<file path="src/rtl/lift_door_ctrl.sv">
// ---------------------------------------------------------------------------
// lift_door_ctrl
//
// Door controller for the lift car. Sequences door opening, dwell, closing
// and obstruction reversal, drives the door motor enables, and gives the
// motion controller a door-closed interlock. Motion with the door not closed
// raises a sticky fault.
//
// Optional build macro: LIFT_DOOR_NUDGE_EN
//   Defined   : after NUDGE_LIMIT reversals in one stop the door enters nudge
//               mode (nudge=1); obstruct then neither reverses a closing door
//               nor restarts the open dwell. open_btn still reopens.
//   Undefined : no reversal counter, nudge is tied 0.
//
// Ports
//   clk          in   system clock
//   rst_n        in   synchronous active-low reset
//   arrive       in   one-cycle pulse, car stopped at a floor
//   open_btn     in   door-open button, level
//   close_btn    in   door-close button, one-cycle pulse
//   obstruct     in   light-curtain obstruction, 1 = blocked
//   car_moving   in   car motion level from the motion controller
//   door_open    out  1 whenever the door is not fully closed
//   door_closed  out  1 only in CLOSED (motion interlock)
//   motor_open   out  opening motor enable
//   motor_close  out  closing motor enable
//   music_en     out  in-car music enable
//   fault        out  sticky safety fault
//   nudge        out  nudge-mode indicator
//
// States
//   state       | meaning
//   ST_CLOSED   | door shut, interlock asserted, waiting for a request
//   ST_OPENING  | opening motor on for MOVE_CYCLES (or the reversal remainder)
//   ST_OPEN     | door fully open, dwell timer running
//   ST_CLOSING  | closing motor on, open_btn/obstruct reverse the door
// ---------------------------------------------------------------------------
module lift_door_ctrl #(
    parameter int MOVE_CYCLES = 100000000,
    parameter int HOLD_CYCLES = 300000000,
    parameter int CNT_W       = 32,
    parameter int NUDGE_LIMIT = 3
) (
    input  logic clk,
    input  logic rst_n,
    input  logic arrive,
    input  logic open_btn,
    input  logic close_btn,
    input  logic obstruct,
    input  logic car_moving,
    output logic door_open,
    output logic door_closed,
    output logic motor_open,
    output logic motor_close,
    output logic music_en,
    output logic fault,
    output logic nudge
);

    // Elaboration-time parameter sanity checks.
    if (MOVE_CYCLES < 2) begin : g_bad_move
        $error("lift_door_ctrl: MOVE_CYCLES must be at least 2");
    end
    if (HOLD_CYCLES < 2) begin : g_bad_hold
        $error("lift_door_ctrl: HOLD_CYCLES must be at least 2");
    end
    if ((((MOVE_CYCLES - 1) >> CNT_W) != 0) || (((HOLD_CYCLES - 1) >> CNT_W) != 0)) begin : g_bad_cnt_w
        $error("lift_door_ctrl: CNT_W too narrow for MOVE_CYCLES/HOLD_CYCLES");
    end
    if (NUDGE_LIMIT < 1) begin : g_bad_nudge
        $error("lift_door_ctrl: NUDGE_LIMIT must be at least 1");
    end

    typedef enum logic [1:0] {
        ST_CLOSED  = 2'd0,
        ST_OPENING = 2'd1,
        ST_OPEN    = 2'd2,
        ST_CLOSING = 2'd3
    } state_t;

    localparam logic [CNT_W-1:0] MOVE_LAST = CNT_W'(MOVE_CYCLES - 1);
    localparam logic [CNT_W-1:0] HOLD_LAST = CNT_W'(HOLD_CYCLES - 1);

    state_t           state_q, state_d;
    logic [CNT_W-1:0] timer_q, timer_d;

    logic door_open_q, door_closed_q, motor_open_q, motor_close_q;
    logic music_en_q, fault_q;

    logic rev_inc;      // a reversal happens this cycle
    logic rev_clr;      // door reaches CLOSED this cycle
    logic nudge_act;    // obstruct is being ignored
    logic hold_req;     // request that holds OPEN or reverses CLOSING

`ifdef LIFT_DOOR_NUDGE_EN
    localparam int               REV_W   = $clog2(NUDGE_LIMIT + 1);
    localparam logic [REV_W-1:0] REV_MAX = REV_W'(NUDGE_LIMIT);

    logic [REV_W-1:0] rev_cnt_q, rev_cnt_d;
    logic             nudge_q;

    always_comb begin
        rev_cnt_d = rev_cnt_q;
        if (rev_clr) begin
            rev_cnt_d = '0;
        end else if (rev_inc && (rev_cnt_q < REV_MAX)) begin
            rev_cnt_d = rev_cnt_q + 1'b1;
        end
    end

    always_ff @(posedge clk) begin
        if (!rst_n) begin
            rev_cnt_q <= '0;
            nudge_q   <= 1'b0;
        end else begin
            rev_cnt_q <= rev_cnt_d;
            nudge_q   <= (rev_cnt_d >= REV_MAX);
        end
    end

    assign nudge_act = nudge_q;
    assign nudge     = nudge_q;
`else
    assign nudge_act = 1'b0;
    assign nudge     = 1'b0;
`endif

    assign hold_req = open_btn | (obstruct & ~nudge_act);

    always_comb begin
        state_d = state_q;
        timer_d = timer_q;
        rev_inc = 1'b0;
        rev_clr = 1'b0;
        case (state_q)
            ST_CLOSED: begin
                if ((arrive | open_btn) & ~car_moving) begin
                    state_d = ST_OPENING;
                    timer_d = '0;
                end
            end
            ST_OPENING: begin
                if (timer_q == MOVE_LAST) begin
                    state_d = ST_OPEN;
                    timer_d = '0;
                end else begin
                    timer_d = timer_q + 1'b1;
                end
            end
            ST_OPEN: begin
                if (hold_req) begin
                    timer_d = '0;
                end else if (close_btn || (timer_q == HOLD_LAST)) begin
                    state_d = ST_CLOSING;
                    timer_d = '0;
                end else begin
                    timer_d = timer_q + 1'b1;
                end
            end
            ST_CLOSING: begin
                // Reversal takes priority over completing the close; the
                // reopen time mirrors the closing time already spent.
                if (hold_req) begin
                    state_d = ST_OPENING;
                    timer_d = MOVE_LAST - timer_q;
                    rev_inc = 1'b1;
                end else if (timer_q == MOVE_LAST) begin
                    state_d = ST_CLOSED;
                    timer_d = '0;
                    rev_clr = 1'b1;
                end else begin
                    timer_d = timer_q + 1'b1;
                end
            end
            default: begin
                state_d = ST_CLOSED;
                timer_d = '0;
            end
        endcase
    end

    // Door/motor outputs are registered from the next state so they change
    // on the same edge as the state register.
    always_ff @(posedge clk) begin
        if (!rst_n) begin
            state_q       <= ST_CLOSED;
            timer_q       <= '0;
            door_open_q   <= 1'b0;
            door_closed_q <= 1'b1;
            motor_open_q  <= 1'b0;
            motor_close_q <= 1'b0;
            music_en_q    <= 1'b0;
            fault_q       <= 1'b0;
        end else begin
            state_q       <= state_d;
            timer_q       <= timer_d;
            door_open_q   <= (state_d != ST_CLOSED);
            door_closed_q <= (state_d == ST_CLOSED);
            motor_open_q  <= (state_d == ST_OPENING);
            motor_close_q <= (state_d == ST_CLOSING);
            music_en_q    <= car_moving & (state_q == ST_CLOSED) & ~fault_q;
            fault_q       <= fault_q | (car_moving & (state_q != ST_CLOSED));
        end
    end

    assign door_open   = door_open_q;
    assign door_closed = door_closed_q;
    assign motor_open  = motor_open_q;
    assign motor_close = motor_close_q;
    assign music_en    = music_en_q;
    assign fault       = fault_q;

endmodule

</file>
<file path="config.mk">
export PLATFORM = sky130hd
export DESIGN_NAME = lift_door_ctrl
export DESIGN_NICKNAME = d
export VERILOG_FILES = /design/src/rtl/lift_door_ctrl.sv
export SDC_FILE = /design/constraint.sdc
export NUM_CORES = 1
export LEC_CHECK = 0
export CORE_MARGIN = 2
export CORE_UTILIZATION = 35
export CTS_CLUSTER_SIZE = 28
export DETAILED_ROUTE_END_ITERATION = 12
export PLACE_DENSITY = 0.53
export SYNTH_ARGS = -nofsm -noshare
export SYNTH_HDL_FRONTEND = slang
export SYNTH_SLANG_ARGS = --single-unit
</file>
<file path="constraint.sdc">
create_clock -name clk -period 4.2 [get_ports clk]
set_input_delay 0.42 -clock clk [delete_from_list [all_inputs] [get_ports clk]]
set_output_delay 0.42 -clock clk [all_outputs]
set_load 0.02 [all_outputs]
</file>
# == Word-level counts from Yosys, hierarchy flattened ==
# Index checks and enable logic that the tools add are counted.
# totals
ram_bits,0
latch_bits,0
mem_bits_ro,0
n_memories,0
reg_bits,40
word_cells,45
out_inout_bits,7
# op_classes
reduce_logical,5
n_eq_ne,8
mux,13
n_div,0
bitwise_logic,9
addsub,2
magnitude_cmp,0
shifts,0
n_mul,0
# op_table
op,n
32-bit 2-to-1 mux,5
32-bit one-hot mux with 4 select lines,1
"32-bit by 1-bit adder with 32-bit output, second input constant",1
"32-bit by 27-bit equality test with 1-bit output, second input constant",1
"32-bit by 29-bit equality test with 1-bit output, second input constant",1
"27-bit by 32-bit subtractor with 32-bit output, first input constant",1
2-bit 2-to-1 mux,6
2-bit one-hot mux with 4 select lines,1
"2-bit equality test, second input constant",3
1-bit AND,4
"2-bit by 1-bit equality test with 1-bit output, second input constant",2
2-bit zero test,2
2-bit nonzero test,2
1-bit OR,3
"2-bit inequality test, second input constant",1
1-bit NOT,2
1-bit logical OR,1

# == Depth between registers and ports, before layout ==
# Gate-level depths: netlist of run 1.
# depth
word_depth,6
ltp_mapped,12
ltp_nobuf,9

# == Least setup slack after synthesis of run 1 ==
# OpenSTA, ideal clock, no wires.
# synth_timing
path_type,register to register
start,register timer_q[9]
end,register timer_q[18]
stages_incl_launch_ff,13
synth_period_minus_slack_ps,3010
path_buffers,3
t_arrival_ps,2882
setup_time_ps,128
slack_ps,1190
required_ps,4072
path_cell_list,dfxtp_1 clkbuf_1 inv_1 ha_1 or4b_4 buf_6 or4_4 nor4_4 nor2_2 or2_4 buf_6 a222oi_1 nor2_1
# synth_between
elab_chain_cells,5
# synth_rtl
item,line,source
from (decl),85,"logic [CNT_W-1:0] timer_q, timer_d;"
from (signal assigned),196,timer_q <= timer_d;
branches (longest 4 deep; another with 32-bit by 1-bit adder with 32-bit output),n/a,
32-bit one-hot mux with 4 select lines (*),135,case (state_q)
# Mark *: on every way between the ends.
# A chain may end at the register's enable or synchronous reset.

# == Worst setup path after layout of run 1 ==
# layout_timing
start,register timer_q[8]
end,register timer_q[20]
# Same word-level chain as after synthesis.

==> out/results.md, run 1 <==
### Layout
- 0.0590 — share of post-route cells with drive strength above 1
- 475 — final cell count without fillers
- 0.394 — share of the core filled with cells
- 3040 µm² — final instance area
- 0 — antenna cell count
- 383 — number of nets in the finished design
- 8.62% — area added between synthesis and finish

### Power
- 1.00 nW — leakage power
- 0.196 mW — switching power total
- 0.497 — Reg power frac
- 258 nW/µm² — power density of the placed cells
- 0.587 mW — internal power of the cells
- 0.250 — proportion of total power due to net switching
- 0.407 — relative contribution of the clock network to total power
- 0.783 mW — post-layout power
- 174 µV — Max rail drop VDD
- 0.096 — combinational fraction of design power

### Route
- 5 — DR pass1 iterations
- 0 — number of nets with antenna violations after routing
- 0 — final routed DRC violation total
- 8210 µm — wirelength, routed
- 17.3 µm — Wirelength per Cell
- 2883 — vias after detailed routing
- 6.07 — via density per instance
- 173 — number of violations reported at the end of detailed-routing iteration 0

### Clock network
- 0.29 ns — clock latency on the worst-skew pair
- 0 — post-CTS setup-driven buffer insertion count
- 2 — Clock Path Buffers
- 0.08 ns — Clk pin slew, worst setup/hold paths
- done — CTS tree
- 2 — # H-tree levels
- 5 — number of buffers created by CTS
- 40 — # clock sinks
- 0 — number of buffers added to fix hold violations after cts
- 0 — post_cts resized
- clkbuf_8 — cell at the root of the clock tree

### Floorplan
- 8730 µm² — full die area
- 0.362 — starting utilization of the core area
- 93.4 µm — die width
- 7730 µm² — area of the core region
- 93.4 µm — Chip Height
- 32 — standard-cell row count
- 14 — I/O pin count

### Logic synthesis
- 0.0626 — xor-xnor portion of the synthesized cell area
- 0 — synth warn
- 0.286 — Synth top area share
- dfxtp_1 — biggest area consumer among synthesized cells
- 0.243 — area fraction in compound gates after synthesis
- 391 — net count of the mapped netlist
- dfxtp_1 (29%), nor2_1 (5.4%), nand2_1 (4.4%) — cell types with the largest area share after synthesis
- dfxtp_1 (40), nor2_1 (40), nand2_1 (33) — most used standard cells in the synthesized netlist
- 380 — count of mapped cells out of synthesis
- 0 — post-synthesis async set-or-reset flop share
- 0 — number of synthesized flops with an enable pin
- 59 — unique cell type count in the Yosys netlist
- 40 — synthesis-stage register bit count
- 0.0179 — Synth Area in Adders
- 2800 µm² — cell area after technology mapping
- 0.00357 — mux contribution to synthesized area
- simple AND/OR/NAND/NOR gates — dominant combinational cell family by area after synthesis
- 7.37 µm² — synthesized area divided by synthesized cell count
- dfxtp_1 — flip-flop cell with the highest count after synthesis
- 0.286 — portion of the post-synthesis area used by sequential elements
- 0.317 — post-synthesis simple-gate area fraction

### Place
- 2930 µm² — placement-stage cell area
- 12 — buffers added on ports
- 1.05 ns — setup slack at placement
- 5650 µm — DPL Wire Length
- 467 — Post-Place Cells
- 0.862 — RD Place Congestion

### Critical path
- timer_q[20] — end of the worst register-to-register path
- timer_q[8] — Worst R2R Start
- 1.04 ns — Reg2Reg Setup Slack
- 9 — FF-to-FF path depth
- 22 — CP Max Fanout
- flip-flop — CP endpoint kind
- 4.37 ns — data required time at the worst endpoint
- flip-flop — Setup crit start kind
- timer_q[20] — Setup crit end
- 3.33 ns — crit path DAT
- timer_q[8] — launch point of the worst path
- reg -> reg — Critical Setup Path Class

### STA
- 0.291 — worst max-slew margin expressed relative to the limit
- 0.475 ns — minimum hold slack
- 0.00544 ns — final clock skew
- 3.16 ns — shortest period the worst path allows
- no — unrepaired setup endpoints after global routing
- 0 ns — setup TNS
- 317 MHz — maximum clock frequency
- 0.752 — ratio of final minimum period to clock period
- 0 — number of endpoints failing setup at the final stage
- 0 — Final Max Tran Viols
- 0 — final hold violation count
- 1.04 ns — final critical-path setup slack
- 1.06 ns — worst slew pin tran

### Global routing
- 0 — total gr overflow
- 0.312 — met2 track demand over resource in global routing
- 0.281 — met1 layer usage reported by global route
- 0.0242 — met3 global-route usage
- met2 — busiest grt layer
- 25 — pin count of the biggest net entering global routing
- 0.198 — Overall Global Routing Usage
- 0 — number of antenna violations at the first check in global routing
- 2658 — number of global-route vias before repair
- 13700 µm — first-pass GRT wire length

### Worst hold path
- fault — Hold Startpoint
- reg -> reg — worst hold path type

### Run status
- completed — outcome

### Run
- 0 — Max-Cap Viols

## sequential cells by signal, indices dropped and copies added, names as in the netlist
| register | cells |
|---|---|
| door_closed | 1 |
| door_open | 1 |
| fault | 1 |
| motor_close | 1 |
| motor_open | 1 |
| music_en | 1 |
| state_q | 2 |
| timer_q | 32 |
## cell families after synthesis
kind of cell               count (synthesis)
DFF                                       40
xor gates and xnor gates                  20
AOI/OAI and AO/OA                        100
and+or+nand+nor                          172
muxes                                      1
buffers and inverters                     42
other                                      1
adders and majority gates                  4
## power by group through the flow
stage	Clock [mW]	Combinational, mW	Sequential (mW)
2_1_floorplan	0	0.0444	0.401
4_1_cts	0.329	0.0755	0.389
6_report	0.318	0.0754	0.389
3_3_place_gp	0	0.0756	0.398
3_5_place_dp	0	0.0750	0.398
5_1_grt	0.350	0.0822	0.390
## worst min-delay path by stage
stage	endpoint	depth (start not counted)
after CTS	fault	2
final	fault	2
after global placement	fault	2
after floorplan	timer_q[3]	2
after global routing	fault	2
after detailed placement	fault	2
## placed cells by master, fill, tap and decap left out, types with 3 or more instances in the layout
cell type and count:
nor2_1 40, dfxtp_1 40, nand2_1 33, o21ai_0 23
nand3_1 22, nor3_1 19, a21oi_1 15, nand4_1 14
xnor2_1 13, clkdlybuf4s50_1 12, a221oi_1 11, a211oi_1 10
inv_1 9, and3_1 9, xor2_1 7, or3_1 6
nor4_1 6, o22ai_1 6, a31oi_1 6, and2_1 5
clkbuf_8 5, buf_4 5, ha_1 4, a311oi_1 3
or2_2 3, and4_1 3, a21o_1 3
## routing by layer
layer,part of all wire,vias to the layer above
li1,-,1390
met1,0.48,1397
met2,0.46,84
met3,0.040,12
met4,0.016,0
met5,0,-
## final cells by class
type                            instances  area (µm²)
Clock buffer                            5        68.8
Clock inverter                          3        42.5
Fill cell                             830        4690
Inverter                               10        37.5
Multi-Input combinational cell        298        1810
Sequential cell                        40         801
Tap cell                              102         128
Timing Repair Buffer                   17         158
## worst max-delay path, stage by stage (launching register included)
cell	delay, ns
dfxtp_1	0.38
inv_1	0.13
ha_1	0.21
or4b_4	0.54
or4_4	0.56
nor4_4	0.34
nor2_2	0.08
or2_4	0.36
a221oi_1	0.34
a211oi_1	0.09
Note: power is estimated with default switching activity, not from simulation.
==> run 2: changes to the inputs <==
- PLACE_DENSITY: 0.53 -> 0.55
- clock period: 4.2 -> 2.6 ns (I/O delays scaled with it)
==> run 2 against run 1 <==
Against the previous run:
- the flow now finishes with violations (negative setup slack)
- cell area increased by 17%
- power increased by 52%
- routed wire length increased by 7.4%
- clock power increased by 26%
- critical endpoint is now timer_q[18]
- final cell count increased by 11%
- sequential share of layout area decreased by 3.7 points
- non-clock buffer count increased by 51
- highest routed layer unchanged
- critical path type unchanged
- count of clock-buffer cells in the layout increased by 1
==> out/results.md, run 2 (same netlist as run 1, synthesis figures left out) <==
### Global routing
- 0.214 — Overall Global Routing Usage
- 0 — total gr overflow
- 25 — pin count of the biggest net entering global routing
- 14900 µm — first-pass GRT wire length
- 2991 — number of global-route vias before repair
- 0 — number of antenna violations at the first check in global routing

### Floorplan
- 93.4 µm — die width
- 14 — I/O pin count
- 8730 µm² — full die area
- 0.362 — starting utilization of the core area
- 93.4 µm — Chip Height
- 32 — standard-cell row count
- 7730 µm² — area of the core region

### STA
- 375 MHz — maximum clock frequency
- 0.810 ns — worst slew pin tran
- 0.460 — worst max-slew margin expressed relative to the limit
- 0 — Final Max Tran Viols
- 0.00499 ns — final clock skew
- yes — unrepaired setup endpoints after global routing
- 0 — final hold violation count
- 2.66 ns — shortest period the worst path allows
- 1.02 — ratio of final minimum period to clock period
- -0.0637 ns — final critical-path setup slack
- 7 — number of endpoints failing setup at the final stage

### Layout
- 527 — final cell count without fillers
- buf_4 (53), dfxtp_1 (38), nor2_1 (36) — commonest cells after routing, fill and taps aside
- 0 — antenna cell count
- timer_q — largest register by flop count
- timer_q x32, state_q x2 — registers with the most flip-flops
- 0.233 — share of post-route cells with drive strength above 1
- 436 — number of nets in the finished design
- 32 — flip-flop count of the largest register after layout
- 3550 µm² — final instance area
- 788 — number of filler instances in the final layout
- 0.459 — share of the core filled with cells
- 26.7% — area added between synthesis and finish
- buf_4 — most common library cell in the layout ignoring fill and taps

### Clock network
- 40 — # clock sinks
- 2 — Clock Path Buffers
- 0.30 ns — clock latency on the worst-skew pair
- 5 — number of buffers created by CTS
- 0 — number of buffers added to fix hold violations after cts
- clkbuf_8 — cell at the root of the clock tree
- done — CTS tree
- 2 — # H-tree levels
- 0.08 ns — Clk pin slew, worst setup/hold paths

### Route
- 5.80 — via density per instance
- 0 — final routed DRC violation total
- 0 — number of nets with antenna violations after routing
- 169 — number of violations reported at the end of detailed-routing iteration 0
- 3059 — vias after detailed routing
- 8820 µm — wirelength, routed
- 4 — DR pass1 iterations
- 16.7 µm — Wirelength per Cell

### Power
- 0.320 mW — switching power total
- 1.29 nW — leakage power
- 0.870 mW — internal power of the cells
- 0.135 — combinational fraction of design power
- 180 µV — Max rail drop VDD
- 335 nW/µm² — power density of the placed cells
- 0.269 — proportion of total power due to net switching
- 1.19 mW — post-layout power
- 0.337 — relative contribution of the clock network to total power
- 0.527 — Reg power frac

### Critical path
- timer_q[8] — Worst R2R Start
- timer_q[8] — launch point of the worst path
- 2.85 ns — crit path DAT
- flip-flop — CP endpoint kind
- 2.78 ns — data required time at the worst endpoint
- flip-flop — Setup crit start kind
- reg -> reg — Critical Setup Path Class
- 6 — CP Max Fanout

### Run status
- finished, violations left — outcome
- negative setup slack — failing checks

### Worst hold path
- reg -> reg — worst hold path type
- fault — Hold Startpoint

### Place
- 3300 µm² — placement-stage cell area
- 12 — buffers added on ports
- 0.896 — RD Place Congestion
- 6060 µm — DPL Wire Length
- 512 — Post-Place Cells

### Run
- 0 — Max-Cap Viols

-- run 2: stage by stage --
| stage | worst slack (ns) | setup TNS (ns) | hold WS [ns] |
|---|---|---|---|
| after detailed placement | -0.0756 | -0.207 | 0.458 |
| final | -0.0637 | -0.172 | 0.470 |
| after floorplan | -0.320 | -5.37 | 0.421 |
| after global routing | -0.143 | -0.831 | 0.527 |
| after global placement | -0.0451 | -0.0643 | 0.453 |
| after CTS | -0.0363 | -0.130 | 0.471 |
-- run 2: power by group through the flow --
stage | clock network [mW] | logic, mW | registers, mW
floorplan | 0 | 0.0734 | 0.648
global placement | 0 | 0.139 | 0.641
detailed placement | 0 | 0.139 | 0.641
CTS | 0.415 | 0.148 | 0.627
global route | 0.435 | 0.174 | 0.629
finish | 0.401 | 0.161 | 0.628
-- run 2: cell type report --
type,instances,area [µm²],share of cell area
tap,102,128,0.0360
clock inverter,1,5.00,0.00141
inverter,10,40.0,0.0113
clock buffer,6,72.6,0.0205
sequential,40,803,0.226
multi-input combinational,300,1950,0.549
timing repair buffer,68,552,0.156
-- run 2: worst paths after layout --
check                end  slack, ns  depth (start not counted)
max reg2reg  timer_q[18]      -0.06                          9
max          timer_q[18]      -0.06                          9
min reg2reg        fault       0.47                          2
min                fault       0.47                          2
-- run 2: metal layers --
metal	vias up	track usage	share of wire
li1	1498	-	-
met1	1478	0.297	0.50
met2	67	0.347	0.45
met3	16	0.0258	0.037
met4	0	0.0613	0.016
met5	-	0	0
-- run 2: worst max-delay path, cell delays in order, from the launching register on --
cell	delay, ns
dfxtp_2	0.32
inv_2	0.07
ha_4	0.13
or4b_4	0.45
or4_4	0.54
nor4_4	0.21
nor2_2	0.10
or2_4	0.32
a222oi_1	0.34
nor2_1	0.07
-- run 2: repair_timing --
item,CTS,global route
pin swaps,5,10
cloned,2,0
endpoints found under the setup margin,11,30
resized for setup,5,23
endpoints found under the hold margin,0,0
buffers inserted,3,3
==> run 3: changes to the inputs <==
- CORE_UTILIZATION: 35 -> 55
- PLACE_DENSITY: 0.55 -> 0.79
==> run 3 against run 2 <==
Against the previous run:
- the run still ends with negative setup slack left
- global-route usage rose by 9.3 points
- utilization up 27 points
- sequential share of layout area increased by 0.22 points
- power up 10%
- combinational power barely moved
- sequential cell count unchanged
- routed wire length fell by 2.8%
- count of clock-buffer cells in the layout is 1 lower
- fmax up 0.63%
- setup slack improved by 0.017 ns
- worst hold slack improved by 0.0085 ns
- largest cell class unchanged
- largest power group unchanged
==> out/results.md, run 3 (same netlist as run 1, synthesis figures left out) <==
### Run status
- finished, violations left — outcome
- negative setup slack — failing checks

### Power
- 0.480 — Reg power frac
- 0.397 — relative contribution of the clock network to total power
- 0.971 mW — internal power of the cells
- 0.123 — combinational fraction of design power
- 1.29 nW — leakage power
- 0.259 — proportion of total power due to net switching
- 373 nW/µm² — power density of the placed cells
- 352 µV — Max rail drop VDD
- 0.339 mW — switching power total

### Clock network
- done — CTS tree
- 0.09 ns — Clk pin slew, worst setup/hold paths
- 5 — number of buffers created by CTS
- 0.30 ns — clock latency on the worst-skew pair
- 2 — # H-tree levels
- 0 — number of buffers added to fix hold violations after cts
- clkbuf_8 — cell at the root of the clock tree
- 40 — # clock sinks
- 2 — Clock Path Buffers

### Layout
- buf_4 — most common library cell in the layout ignoring fill and taps
- timer_q — largest register by flop count
- 486 — final cell count without fillers
- timer_q x32, state_q x2 — registers with the most flip-flops
- 32 — flip-flop count of the largest register after layout
- 0.234 — share of post-route cells with drive strength above 1
- 3510 µm² — final instance area
- 0 — antenna cell count
- buf_4 (47), nor2_1 (38), dfxtp_1 (38) — commonest cells after routing, fill and taps aside
- 25.5% — area added between synthesis and finish
- 429 — number of nets in the finished design
- 0.730 — share of the core filled with cells

### Floorplan
- 75.4 µm — die width
- 4820 µm² — area of the core region
- 25 — standard-cell row count
- 5680 µm² — full die area
- 75.4 µm — Chip Height
- 14 — I/O pin count
- 0.581 — starting utilization of the core area

### Global routing
- 0.401 — met1 layer usage reported by global route
- 0 — total gr overflow
- 0.505 — met2 track demand over resource in global routing
- 25 — pin count of the biggest net entering global routing
- 0 — number of antenna violations at the first check in global routing
- 0.307 — Overall Global Routing Usage
- met2 — busiest grt layer
- 13400 µm — first-pass GRT wire length
- 2873 — number of global-route vias before repair
- 0.0688 — met3 global-route usage

### STA
- 0.491 — worst max-slew margin expressed relative to the limit
- 0.478 ns — minimum hold slack
- 0.764 ns — worst slew pin tran
- 0 — final hold violation count
- 0.00756 ns — final clock skew
- 2.65 ns — shortest period the worst path allows
- yes — unrepaired setup endpoints after global routing
- 7 — number of endpoints failing setup at the final stage
- -0.0470 ns — final critical-path setup slack
- 0 — Final Max Tran Viols
- 378 MHz — maximum clock frequency
- 1.02 — ratio of final minimum period to clock period

### Route
- 8570 µm — wirelength, routed
- 506 — number of violations reported at the end of detailed-routing iteration 0
- 6.57 — via density per instance
- 3195 — vias after detailed routing
- 0 — number of nets with antenna violations after routing
- 0 — final routed DRC violation total
- 8 — DR pass1 iterations
- 17.6 µm — Wirelength per Cell

### Place
- 470 — Post-Place Cells
- 3210 µm² — placement-stage cell area
- 5610 µm — DPL Wire Length
- 0.996 — RD Place Congestion
- 12 — buffers added on ports

### Worst hold path
- reg -> reg — worst hold path type

### Critical path
- flip-flop — CP endpoint kind
- 2.80 ns — data required time at the worst endpoint
- reg -> reg — Critical Setup Path Class
- flip-flop — Setup crit start kind
- 5 — CP Max Fanout
- 2.84 ns — crit path DAT

### Run
- 0 — Max-Cap Viols

## run 3: cell types whose count changed in the layout (fill, tap and decap cells not counted), sizes merged
| cell | change |
|---|---|
| bufinv | +1 |
| clkbuf | -1 |
| clkinvlp | +1 |
| buf | -7 |
## run 3: worst paths after layout
path	cells after the start	from	slack, ns	to
worst max-delay path	10	timer_q[8]	-0.05	door_open
worst min-delay path	2	fault	0.48	fault
worst max register to register	10	timer_q[8]	-0.05	door_open
worst min register to register	2	fault	0.48	fault
## run 3: critical path, stage by stage, from the launching register on
cell and delay (ns):
dfxtp_2 0.34, inv_4 0.06, ha_4 0.12, or4b_4 0.46, or4_4 0.54, nor4_4 0.19, buf_4 0.20, or3_4 0.14
a31oi_4 0.08, and2_4 0.19, or2_4 0.21
## run 3: what timing repair did
item                       CTS  global route
setup endpoints to repair   18            31
resized for setup           10            24
buffers inserted             4             2
cloned                       2             0
pin swaps                    1            10
## run 3: final cells by class
cell class	count	area [µm²]
sequential	40	803
tap	67	83.8
fill	358	1300
clock buffer	5	68.8
timing repair buffer	61	495
clock inverter	3	42.5
inverter	10	42.5
multi-input combinational	300	1980
## run 3: routing by layer
metal  part of all wire  up-vias
met2               0.48      170
met5                  0        -
met1               0.40     1506
met3              0.090       32
met4              0.022        0
li1                   -     1487
## run 3: power groups by stage
stage	logic, mW	registers, mW	clock network (mW)
2_1_floorplan	0.0734	0.648	0
3_3_place_gp	0.136	0.641	0
3_5_place_dp	0.138	0.641	0
4_1_cts	0.147	0.627	0.524
5_1_grt	0.171	0.629	0.545
6_report	0.161	0.628	0.520
## run 3: stage by stage
stage	power, mW	TNS (ns)	setup WS (ns)
2_1_floorplan	0.721	-5.37	-0.320
3_3_place_gp	0.777	-0.0439	-0.0251
3_5_place_dp	0.779	-0.471	-0.110
4_1_cts	1.30	-0.0964	-0.0476
5_1_grt	1.35	-1.90	-0.147
6_report	1.31	-0.144	-0.0470
